### config.mk
export PLATFORM = sky130hd
export DESIGN_NAME = route_sched_flat
export DESIGN_NICKNAME = d
export VERILOG_FILES = /design/src/rtl/route_sched_if.sv /design/src/rtl/route_sched.sv /design/src/flat_wrapper.sv
export SDC_FILE = /design/constraint.sdc
export NUM_CORES = 1
export LEC_CHECK = 0
export ABC_AREA = 1
export BUFFER_PORTS_ARGS = -buffer_cell sky130_fd_sc_hd__buf_2
export CORE_UTILIZATION = 60
export DETAILED_ROUTE_END_ITERATION = 8
export MAX_ROUTING_LAYER = met4
export PLACE_DENSITY = 0.78
export SYNTH_ARGS = -nofsm -noshare
export SYNTH_HDL_FRONTEND = slang
export SYNTH_SLANG_ARGS = --single-unit
### constraint.sdc
create_clock -name clk -period 20.9 [get_ports clk]
set_clock_uncertainty 0.1 [all_clocks]
set_input_delay 1.045 -clock clk [delete_from_list [all_inputs] [get_ports clk]]
set_output_delay 1.045 -clock clk [all_outputs]
set_load 0.01 [all_outputs]
### src/rtl/route_sched_if.sv
// Handshake and control bundle between the layer front end, the route block and route_sched.
// The slave modport is the sequencer's view; master is the driving environment.
interface route_sched_if #(
    parameter int WIDTH_FEATURE_SIZE    = 12,
    parameter int WIDTH_CHANNEL_NUM_REG = 11,
    parameter int WIDTH_LAYER_CNT       = 8
);
    logic                             cmd_valid;
    logic                             cmd_ready;
    logic [WIDTH_FEATURE_SIZE-1:0]    cmd_row;
    logic [WIDTH_CHANNEL_NUM_REG-1:0] cmd_ch;
    logic [WIDTH_FEATURE_SIZE-1:0]    route_row_reg;
    logic [WIDTH_CHANNEL_NUM_REG-1:0] route_ch_reg;
    logic                             route_next_reg;
    logic                             route_start;
    logic                             route_complete;
    logic                             beat_fire;
    logic                             busy;
    logic                             done_pulse;
    logic                             err_pulse;
    logic [1:0]                       err_code;
    logic [WIDTH_LAYER_CNT-1:0]       layer_cnt;

    modport master (
        output cmd_valid, cmd_row, cmd_ch, route_complete, beat_fire,
        input  cmd_ready, route_row_reg, route_ch_reg, route_next_reg, route_start,
               busy, done_pulse, err_pulse, err_code, layer_cnt
    );

    modport slave (
        input  cmd_valid, cmd_row, cmd_ch, route_complete, beat_fire,
        output cmd_ready, route_row_reg, route_ch_reg, route_next_reg, route_start,
               busy, done_pulse, err_pulse, err_code, layer_cnt
    );
endinterface

### src/rtl/route_sched.sv
// Per-layer sequencer for the route datapath: validates a descriptor, pulses Next_Reg/Start,
// counts output beats until completion, and reports done or an error code.
module route_sched #(
    parameter int WIDTH_FEATURE_SIZE    = 12,
    parameter int WIDTH_CHANNEL_NUM_REG = 11,
    parameter int TIMEOUT_CYCLES        = 65535,
    parameter int WIDTH_LAYER_CNT       = 8
) (
    input  logic          clk,
    input  logic          rst,
    route_sched_if.slave  bus
);
    localparam int EXP_W = 2 * WIDTH_FEATURE_SIZE + WIDTH_CHANNEL_NUM_REG - 5;
    localparam int IDW   = (TIMEOUT_CYCLES > 1) ? $clog2(TIMEOUT_CYCLES) : 1;

    typedef enum logic [2:0] {
        S_IDLE, S_CHECK, S_CLEAR, S_START, S_RUN, S_DONE, S_ERR
    } state_e;

    state_e                           state_q, state_d;
    logic [WIDTH_FEATURE_SIZE-1:0]    row_q, row_d;
    logic [WIDTH_CHANNEL_NUM_REG-1:0] ch_q, ch_d;
    logic [EXP_W-1:0]                 expected_q, expected_d;
    logic [EXP_W-1:0]                 beat_cnt_q, beat_cnt_d;
    logic [EXP_W-1:0]                 beat_sum;
    logic                             cmpl_seen_q, cmpl_seen_d;
    logic [IDW-1:0]                   idle_cnt_q, idle_cnt_d;
    logic                             next_reg_q, next_reg_d;
    logic                             start_q, start_d;
    logic                             done_q, done_d;
    logic                             err_q, err_d;
    logic [1:0]                       err_code_q, err_code_d;
    logic [WIDTH_LAYER_CNT-1:0]       layer_cnt_q, layer_cnt_d;
    logic                             busy_q, busy_d;

    assign beat_sum = beat_cnt_q + EXP_W'(bus.beat_fire);

    always_comb begin
        state_d     = state_q;
        row_d       = row_q;
        ch_d        = ch_q;
        expected_d  = expected_q;
        beat_cnt_d  = beat_cnt_q;
        cmpl_seen_d = cmpl_seen_q;
        idle_cnt_d  = idle_cnt_q;
        err_code_d  = err_code_q;
        layer_cnt_d = layer_cnt_q;

        case (state_q)
            S_IDLE: begin
                if (bus.cmd_valid) begin
                    row_d      = bus.cmd_row;
                    ch_d       = bus.cmd_ch;
                    err_code_d = 2'd0;
                    state_d    = S_CHECK;
                end
            end
            S_CHECK: begin
                if (row_q == '0 || ch_q[4:0] != '0 ||
                    ch_q < WIDTH_CHANNEL_NUM_REG'(32)) begin
                    err_code_d = 2'd1;
                    state_d    = S_ERR;
                end else begin
                    state_d = S_CLEAR;
                end
            end
            S_CLEAR: state_d = S_START;
            S_START: begin
                // Each output beat carries 32 channels of one pixel.
                expected_d  = EXP_W'(row_q) * EXP_W'(row_q) * EXP_W'(ch_q >> 5);
                beat_cnt_d  = '0;
                cmpl_seen_d = 1'b0;
                idle_cnt_d  = '0;
                state_d     = S_RUN;
            end
            S_RUN: begin
                beat_cnt_d  = beat_sum;
                cmpl_seen_d = cmpl_seen_q | bus.route_complete;
                idle_cnt_d  = bus.beat_fire ? '0 : idle_cnt_q + IDW'(1);
                if (bus.beat_fire && beat_cnt_q == expected_q) begin
                    err_code_d = 2'd2;
                    state_d    = S_ERR;
                end else if (beat_sum == expected_q && (cmpl_seen_q || bus.route_complete)) begin
                    layer_cnt_d = layer_cnt_q + WIDTH_LAYER_CNT'(1);
                    state_d     = S_DONE;
                end else if (!bus.beat_fire && idle_cnt_q == IDW'(TIMEOUT_CYCLES - 1)) begin
                    err_code_d = 2'd3;
                    state_d    = S_ERR;
                end
            end
            S_DONE:  state_d = S_IDLE;
            S_ERR:   state_d = S_IDLE;
            default: state_d = S_IDLE;
        endcase

        // Pulses are decoded from the next state so the flops line up with the state.
        next_reg_d = (state_d == S_CLEAR) || (state_d == S_ERR);
        start_d    = (state_d == S_START);
        done_d     = (state_d == S_DONE);
        err_d      = (state_d == S_ERR);
        busy_d     = (state_d != S_IDLE);
    end

    always_ff @(posedge clk) begin
        if (rst) begin
            state_q     <= S_IDLE;
            row_q       <= '0;
            ch_q        <= '0;
            expected_q  <= '0;
            beat_cnt_q  <= '0;
            cmpl_seen_q <= 1'b0;
            idle_cnt_q  <= '0;
            next_reg_q  <= 1'b0;
            start_q     <= 1'b0;
            done_q      <= 1'b0;
            err_q       <= 1'b0;
            err_code_q  <= 2'd0;
            layer_cnt_q <= '0;
            busy_q      <= 1'b0;
        end else begin
            state_q     <= state_d;
            row_q       <= row_d;
            ch_q        <= ch_d;
            expected_q  <= expected_d;
            beat_cnt_q  <= beat_cnt_d;
            cmpl_seen_q <= cmpl_seen_d;
            idle_cnt_q  <= idle_cnt_d;
            next_reg_q  <= next_reg_d;
            start_q     <= start_d;
            done_q      <= done_d;
            err_q       <= err_d;
            err_code_q  <= err_code_d;
            layer_cnt_q <= layer_cnt_d;
            busy_q      <= busy_d;
        end
    end

    assign bus.cmd_ready      = (state_q == S_IDLE);
    assign bus.route_row_reg  = row_q;
    assign bus.route_ch_reg   = ch_q;
    assign bus.route_next_reg = next_reg_q;
    assign bus.route_start    = start_q;
    assign bus.busy           = busy_q;
    assign bus.done_pulse     = done_q;
    assign bus.err_pulse      = err_q;
    assign bus.err_code       = err_code_q;
    assign bus.layer_cnt      = layer_cnt_q;
endmodule
### src/flat_wrapper.sv
// flat-port wrapper written by rule: the top's interface ports become plain ports
module route_sched_flat 
#(
    parameter int WIDTH_FEATURE_SIZE    = 12,
    parameter int WIDTH_CHANNEL_NUM_REG = 11,
    parameter int TIMEOUT_CYCLES        = 65535,
    parameter int WIDTH_LAYER_CNT       = 8
)
  (clk, rst, bus_cmd_valid, bus_cmd_row, bus_cmd_ch, bus_route_complete, bus_beat_fire, bus_cmd_ready, bus_route_row_reg, bus_route_ch_reg, bus_route_next_reg, bus_route_start, bus_busy, bus_done_pulse, bus_err_pulse, bus_err_code, bus_layer_cnt);
  route_sched_if #(.WIDTH_FEATURE_SIZE(WIDTH_FEATURE_SIZE), .WIDTH_CHANNEL_NUM_REG(WIDTH_CHANNEL_NUM_REG), .WIDTH_LAYER_CNT(WIDTH_LAYER_CNT)) bus_i ();
  input  logic clk;
  input  logic rst;
  input wire logic [$bits(bus_i.cmd_valid)-1:0] bus_cmd_valid;
  input wire logic [$bits(bus_i.cmd_row)-1:0] bus_cmd_row;
  input wire logic [$bits(bus_i.cmd_ch)-1:0] bus_cmd_ch;
  input wire logic [$bits(bus_i.route_complete)-1:0] bus_route_complete;
  input wire logic [$bits(bus_i.beat_fire)-1:0] bus_beat_fire;
  output wire logic [$bits(bus_i.cmd_ready)-1:0] bus_cmd_ready;
  output wire logic [$bits(bus_i.route_row_reg)-1:0] bus_route_row_reg;
  output wire logic [$bits(bus_i.route_ch_reg)-1:0] bus_route_ch_reg;
  output wire logic [$bits(bus_i.route_next_reg)-1:0] bus_route_next_reg;
  output wire logic [$bits(bus_i.route_start)-1:0] bus_route_start;
  output wire logic [$bits(bus_i.busy)-1:0] bus_busy;
  output wire logic [$bits(bus_i.done_pulse)-1:0] bus_done_pulse;
  output wire logic [$bits(bus_i.err_pulse)-1:0] bus_err_pulse;
  output wire logic [$bits(bus_i.err_code)-1:0] bus_err_code;
  output wire logic [$bits(bus_i.layer_cnt)-1:0] bus_layer_cnt;
  assign bus_i.cmd_valid = bus_cmd_valid;
  assign bus_i.cmd_row = bus_cmd_row;
  assign bus_i.cmd_ch = bus_cmd_ch;
  assign bus_i.route_complete = bus_route_complete;
  assign bus_i.beat_fire = bus_beat_fire;
  assign bus_cmd_ready = bus_i.cmd_ready;
  assign bus_route_row_reg = bus_i.route_row_reg;
  assign bus_route_ch_reg = bus_i.route_ch_reg;
  assign bus_route_next_reg = bus_i.route_next_reg;
  assign bus_route_start = bus_i.route_start;
  assign bus_busy = bus_i.busy;
  assign bus_done_pulse = bus_i.done_pulse;
  assign bus_err_pulse = bus_i.err_pulse;
  assign bus_err_code = bus_i.err_code;
  assign bus_layer_cnt = bus_i.layer_cnt;
  route_sched #(.WIDTH_FEATURE_SIZE(WIDTH_FEATURE_SIZE), .WIDTH_CHANNEL_NUM_REG(WIDTH_CHANNEL_NUM_REG), .TIMEOUT_CYCLES(TIMEOUT_CYCLES), .WIDTH_LAYER_CNT(WIDTH_LAYER_CNT)) u_core (.clk(clk), .rst(rst), .bus(bus_i));
endmodule
* Word-level counts from Yosys, hierarchy flattened
Cells that the tools add are included.
** Storage, ports and cells
- Register bits :: 118
- Input bits :: 28
- Output and inout port bits :: 39
- Word-level logic and storage cells :: 70
** Cells by class
- Add/sub/neg operators :: 3
- Bitwise gates (word level) :: 2
- Reductions and logical operators :: 17
- Mux-type cells :: 16
- Multipliers :: 2
- Order comparisons :: 1
- Eq/ne operators :: 15
** Operator list (count)
- 30-bit equality test :: 2
- 30-bit one-hot mux with 2 select lines :: 1
- 16-bit one-hot mux with 2 select lines :: 1
- 30-bit by 1-bit adder with 30-bit output :: 1
- 24-bit by 6-bit multiplier with 30-bit output :: 1
- 12-bit by 12-bit multiplier with 24-bit output :: 1
- 16-bit by 1-bit adder with 16-bit output, second input constant :: 1
- 16-bit equality test, second input constant :: 1
- 16-bit 2-to-1 mux :: 1
- 3-bit 2-to-1 mux :: 5
- 3-bit one-hot mux with 5 select lines :: 1
- 3-bit by 2-bit equality test with 1-bit output, second input constant :: 4
- 12-bit logical NOT :: 1
- 11-bit by 6-bit < comparator with 1-bit output, second input constant :: 1
- 2-bit 2-to-1 mux :: 5
- 3-bit equality test, second input constant :: 3
- 8-bit by 1-bit adder with 8-bit output, second input constant :: 1
- 2-bit one-hot mux with 3 select lines :: 1
- 3-bit nonzero test :: 2
- 5-bit AND reduction :: 1
- 5-bit nonzero test :: 1
- 1-bit logical OR :: 4
- 3-bit by 1-bit equality test with 1-bit output, second input constant :: 1
- 1-bit logical AND :: 3
- other kinds (12) :: 12

* Depth between registers and ports, before layout
- Word-level depth :: 8
- Mapped depth :: 41
- Gate-level depth less buffers :: 39

* Worst setup path before layout
Ideal clock, no wire load.
- Kind :: reg2reg
- Start :: register u_core.row_q[7] (netlist: u_core.bus.route_row_reg[7])
- End :: register u_core.expected_q[27]
- Library setup time :: 57 ps
- Arrival :: 8302 ps
- Clock period less this slack :: 8459 ps
- Setup slack :: 12441 ps
- Cell stages (with the launch flop) :: 39
- Path through :: dfxtp_1 -> clkbuf_1 -> nand2_1 -> inv_1 -> fa_1 -> fa_1 -> inv_1 -> fa_1 -> inv_1 -> fa_1 -> inv_1 -> fa_1 -> inv_1 -> ha_1 -> a21oi_1 -> o21ai_0 -> a21oi_1 -> o21ai_0 -> [... 3 more ...] -> nor2_1 -> fa_1 -> fa_1 -> inv_1 -> fa_1 -> inv_1 -> ha_1 -> nand2_1 -> nor2_1 -> inv_1 -> nor3_1 -> nand4_1 -> nand3_1 -> a21oi_1 -> or2_2 -> nand3_1 -> o211ai_1 -> inv_1
** Between the ends
- Word-level cells in the longest chain between the ends :: 2
** RTL lines
- start, declared :: RTL line route_sched.sv:21 : logic [WIDTH_FEATURE_SIZE-1:0] row_q, row_d;
- start signal, assigned :: RTL line route_sched.sv:122 : row_q <= row_d;
- 12-bit by 12-bit multiplier with 24-bit output :: RTL line route_sched.sv:70 : expected_d = EXP_W'(row_q) * EXP_W'(row_q) * EXP_W'(ch_q >> 5);
- 24-bit by 6-bit multiplier with 30-bit output :: RTL line route_sched.sv:70
- end signal, assigned :: RTL line route_sched.sv:124 : expected_q <= expected_d;
- end, declared :: RTL line route_sched.sv:23 : logic [EXP_W-1:0] expected_q, expected_d;
Every way passes these cells.
A chain may end at the register's enable or synchronous reset.

* Worst setup path after layout
- Start :: register u_core.row_q[2] (netlist: u_core.bus.route_row_reg[2])
- End :: register u_core.expected_q[29]
Same word-level chain as after synthesis.

==> run metrics <==
status completed; Post-Place Cells 2534; post-synth cell types 50; FF-to-FF setup slack 11.27 ns; worst vdd ir 0.09413 mV; IO Pins 67; TritonCTS clock tree built; RSZ-0062 raised after global routing no; area of the mapped netlist 0.01494 mm²; Post-DRT Antenna Nets 0; cell mode on critical path inv_1; syn_area_per_cell 6.796 µm²; final std cells w/o fill 2566; total gr overflow 0; Max Cap Viol 0; Post-Syn Nets 2494; Leak Pwr 8.597 nW; crit-path max cell delay 0.72 ns; # diodes 0; Worst Hold Depth 2; Post-synth EDFFs 0; clk sinks 118; Mapped Cells 2198; DP HPWL 33.88 mm; Vias 14240; Setup violations, final 0; IO Port Bufs 66; WHS Endpoint u_core.bus.err_code[0]; Nets 2525; r2r endpoint u_core.expected_q[29]; Hold Crit Class register to register; top post-synthesis cells by area fa_1 (22%), dfxtp_1 (16%), nand2_1 (13%), inv_1 (12%), ha_1 (8.6%); All-Layer GR Usage 36.03%; worst-path fanout max 15; sequential fraction of the synthesis area 15.81%; routability congestion estimate 1.009; drt drc 0; H-tree depth 4; Synth Flop Type dfxtp_1; P per Cell Area 116.0 mW/mm²; CTS buffer count 17; worst-margin pin slew 1.118 ns; Fin Hold WS 0.3545 ns; Data required, critical path 21.18 ns; wire per inst 16.58 µm; largest net degree at the start of global routing 69; initial antenna violation count 0; initial core utilization 61.24%; final period utilization 46.10%; worst reg-to-reg path cell count 36; clk_lat worst skew 0.44 ns; Slew Viols, Final 0; Fillers 2295; first-pass GRT wire length 70.78 mm; startpoint types register; most frequent cells after synthesis nand2_1 (516), inv_1 (468), nor2_1 (215); Async SR Flop Fraction 0%; final wirelength 42.54 mm; final hold vios 0; post-CTS setup buffers 0; clock slew seen by the registers of the worst setup and hold paths 0.07 ns; R2R Path Start u_core.bus.route_row_reg[2]; critical hold path startpoint u_core.bus.err_code[0]; area grow syn2layout 7.580%; drt pass-1 iters 5; FF+latch count, synth 118; most frequent cell after synthesis nand2_1; Max Clock Freq 103.8 MHz; vias in the first global route 14170; critical path class register to register; Critical Path End Type register; ratio of cells with drive above 1 in the final layout 6.155%; worst endpoint data arrival time 9.91 ns; root buffer cell clkbuf_16; post-cts sizing count 0; Core Footprint 0.02439 mm²; Cell Rows 57; Die Y 159.8 µm; CP max-delay cell dfxtp_1; die area 0.02553 mm²; # hold bufs at CTS 0; top cell type by total area after synthesis fa_1; setup TNS 0 ns; top-area cell type share of the netlist area 22.11%; DR iter-0 viols 1298; chip width 159.8 µm; yosys warns 0; Max Root-Sink Buffers 2; relative max-transition margin 25.36%; biggest regs u_core.beat_cnt_q x30, u_core.expected_q x30, u_core.idle_cnt_q x16; routed vias/inst 5.549; Tmin final 9.635 ns
-- cell usage in the layout, fill, tap and decap left out, drive strengths merged, types with 19 or more instances in the layout --
cell type / n
xnor2: 26
xor2: 26
nand3: 113
inv: 481
a21oi: 148
dfxtp: 118
nor3: 19
o21ai: 92
fa: 165
ha: 103
nand2: 519
buf: 72
nor2: 225
nand4: 25
-- final cells by class --
type	instances	area, µm²	area share (%)
flip-flops and latches	118	2362	14.70
inverters	472	1772	11.02
clock inverters	15	156.4	0.9732
repair buffers	72	375.4	2.336
multi-input cells	1548	10570	65.80
clock buffers	17	425.4	2.647
well taps	324	405.4	2.523
-- stage by stage --
| stage | total power (W) | area, µm² | utilization (%) | setup WS (ns) |
|---|---|---|---|---|
| after floorplan | 0.001236 | 14940 | - | 12.44 |
| after global placement | 0.001512 | 15490 | 63.50 | 11.59 |
| after detailed placement | 0.001542 | 15490 | 63.50 | 11.45 |
| after CTS | 0.001854 | 16070 | 65.89 | 11.41 |
| after global routing | 0.002061 | 16070 | 65.89 | 10.69 |
| final | 0.001864 | 16070 | 65.89 | 11.27 |
-- worst max path at each step --
stage / start / endpoint / slack [ns] / depth (start not counted)
floorplan: u_core.bus.route_row_reg[7] / u_core.expected_q[27] / 12.44 / 38
global placement: u_core.bus.route_row_reg[7] / u_core.expected_q[29] / 11.59 / 36
detailed placement: u_core.bus.route_row_reg[6] / u_core.expected_q[29] / 11.45 / 36
CTS: u_core.bus.route_row_reg[6] / u_core.expected_q[29] / 11.41 / 36
global route: u_core.bus.route_row_reg[6] / u_core.expected_q[29] / 10.69 / 34
finish: u_core.bus.route_row_reg[2] / u_core.expected_q[29] / 11.27 / 36
-- power by group --
part	internal, W	switching [W]	leakage (nW)
Clock	0.000169	0.000138	0.283
Sequential	0.000256	0.0000730	0.957
Combinational	0.000428	0.000799	7.36
-- layer usage --
metal / up-vias / wire length, µm / global-route usage, %
met3: 66 / 3589 / 6.208
li1: 6852 / - / -
met2: 540 / 19370 / 57.09
met4: 0 / 870 / 10.61
met1: 6782 / 18700 / 47.34
met5: - / 0 / -
-- logic make-up after synthesis --
group,share of synthesized area [%]
xor gates and xnor gates,3.049
and+or+nand+nor,26.16
DFF,15.81
adders and majority gates,30.74
buffers and inverters,13.49
AOI/OAI and AO/OA,10.75
-- worst max-delay path: cells and delay by family (launching register included) --
kind	cells	cell delay [ns]
AO/OA/AOI/OAI	10	2.35
adder cells (fa/ha/maj)	10	4.73
buffers and inverters	9	0.47
flip-flops	1	0.72
AND/OR/NAND/NOR	7	1.19
(Power assumes the default switching activity.)
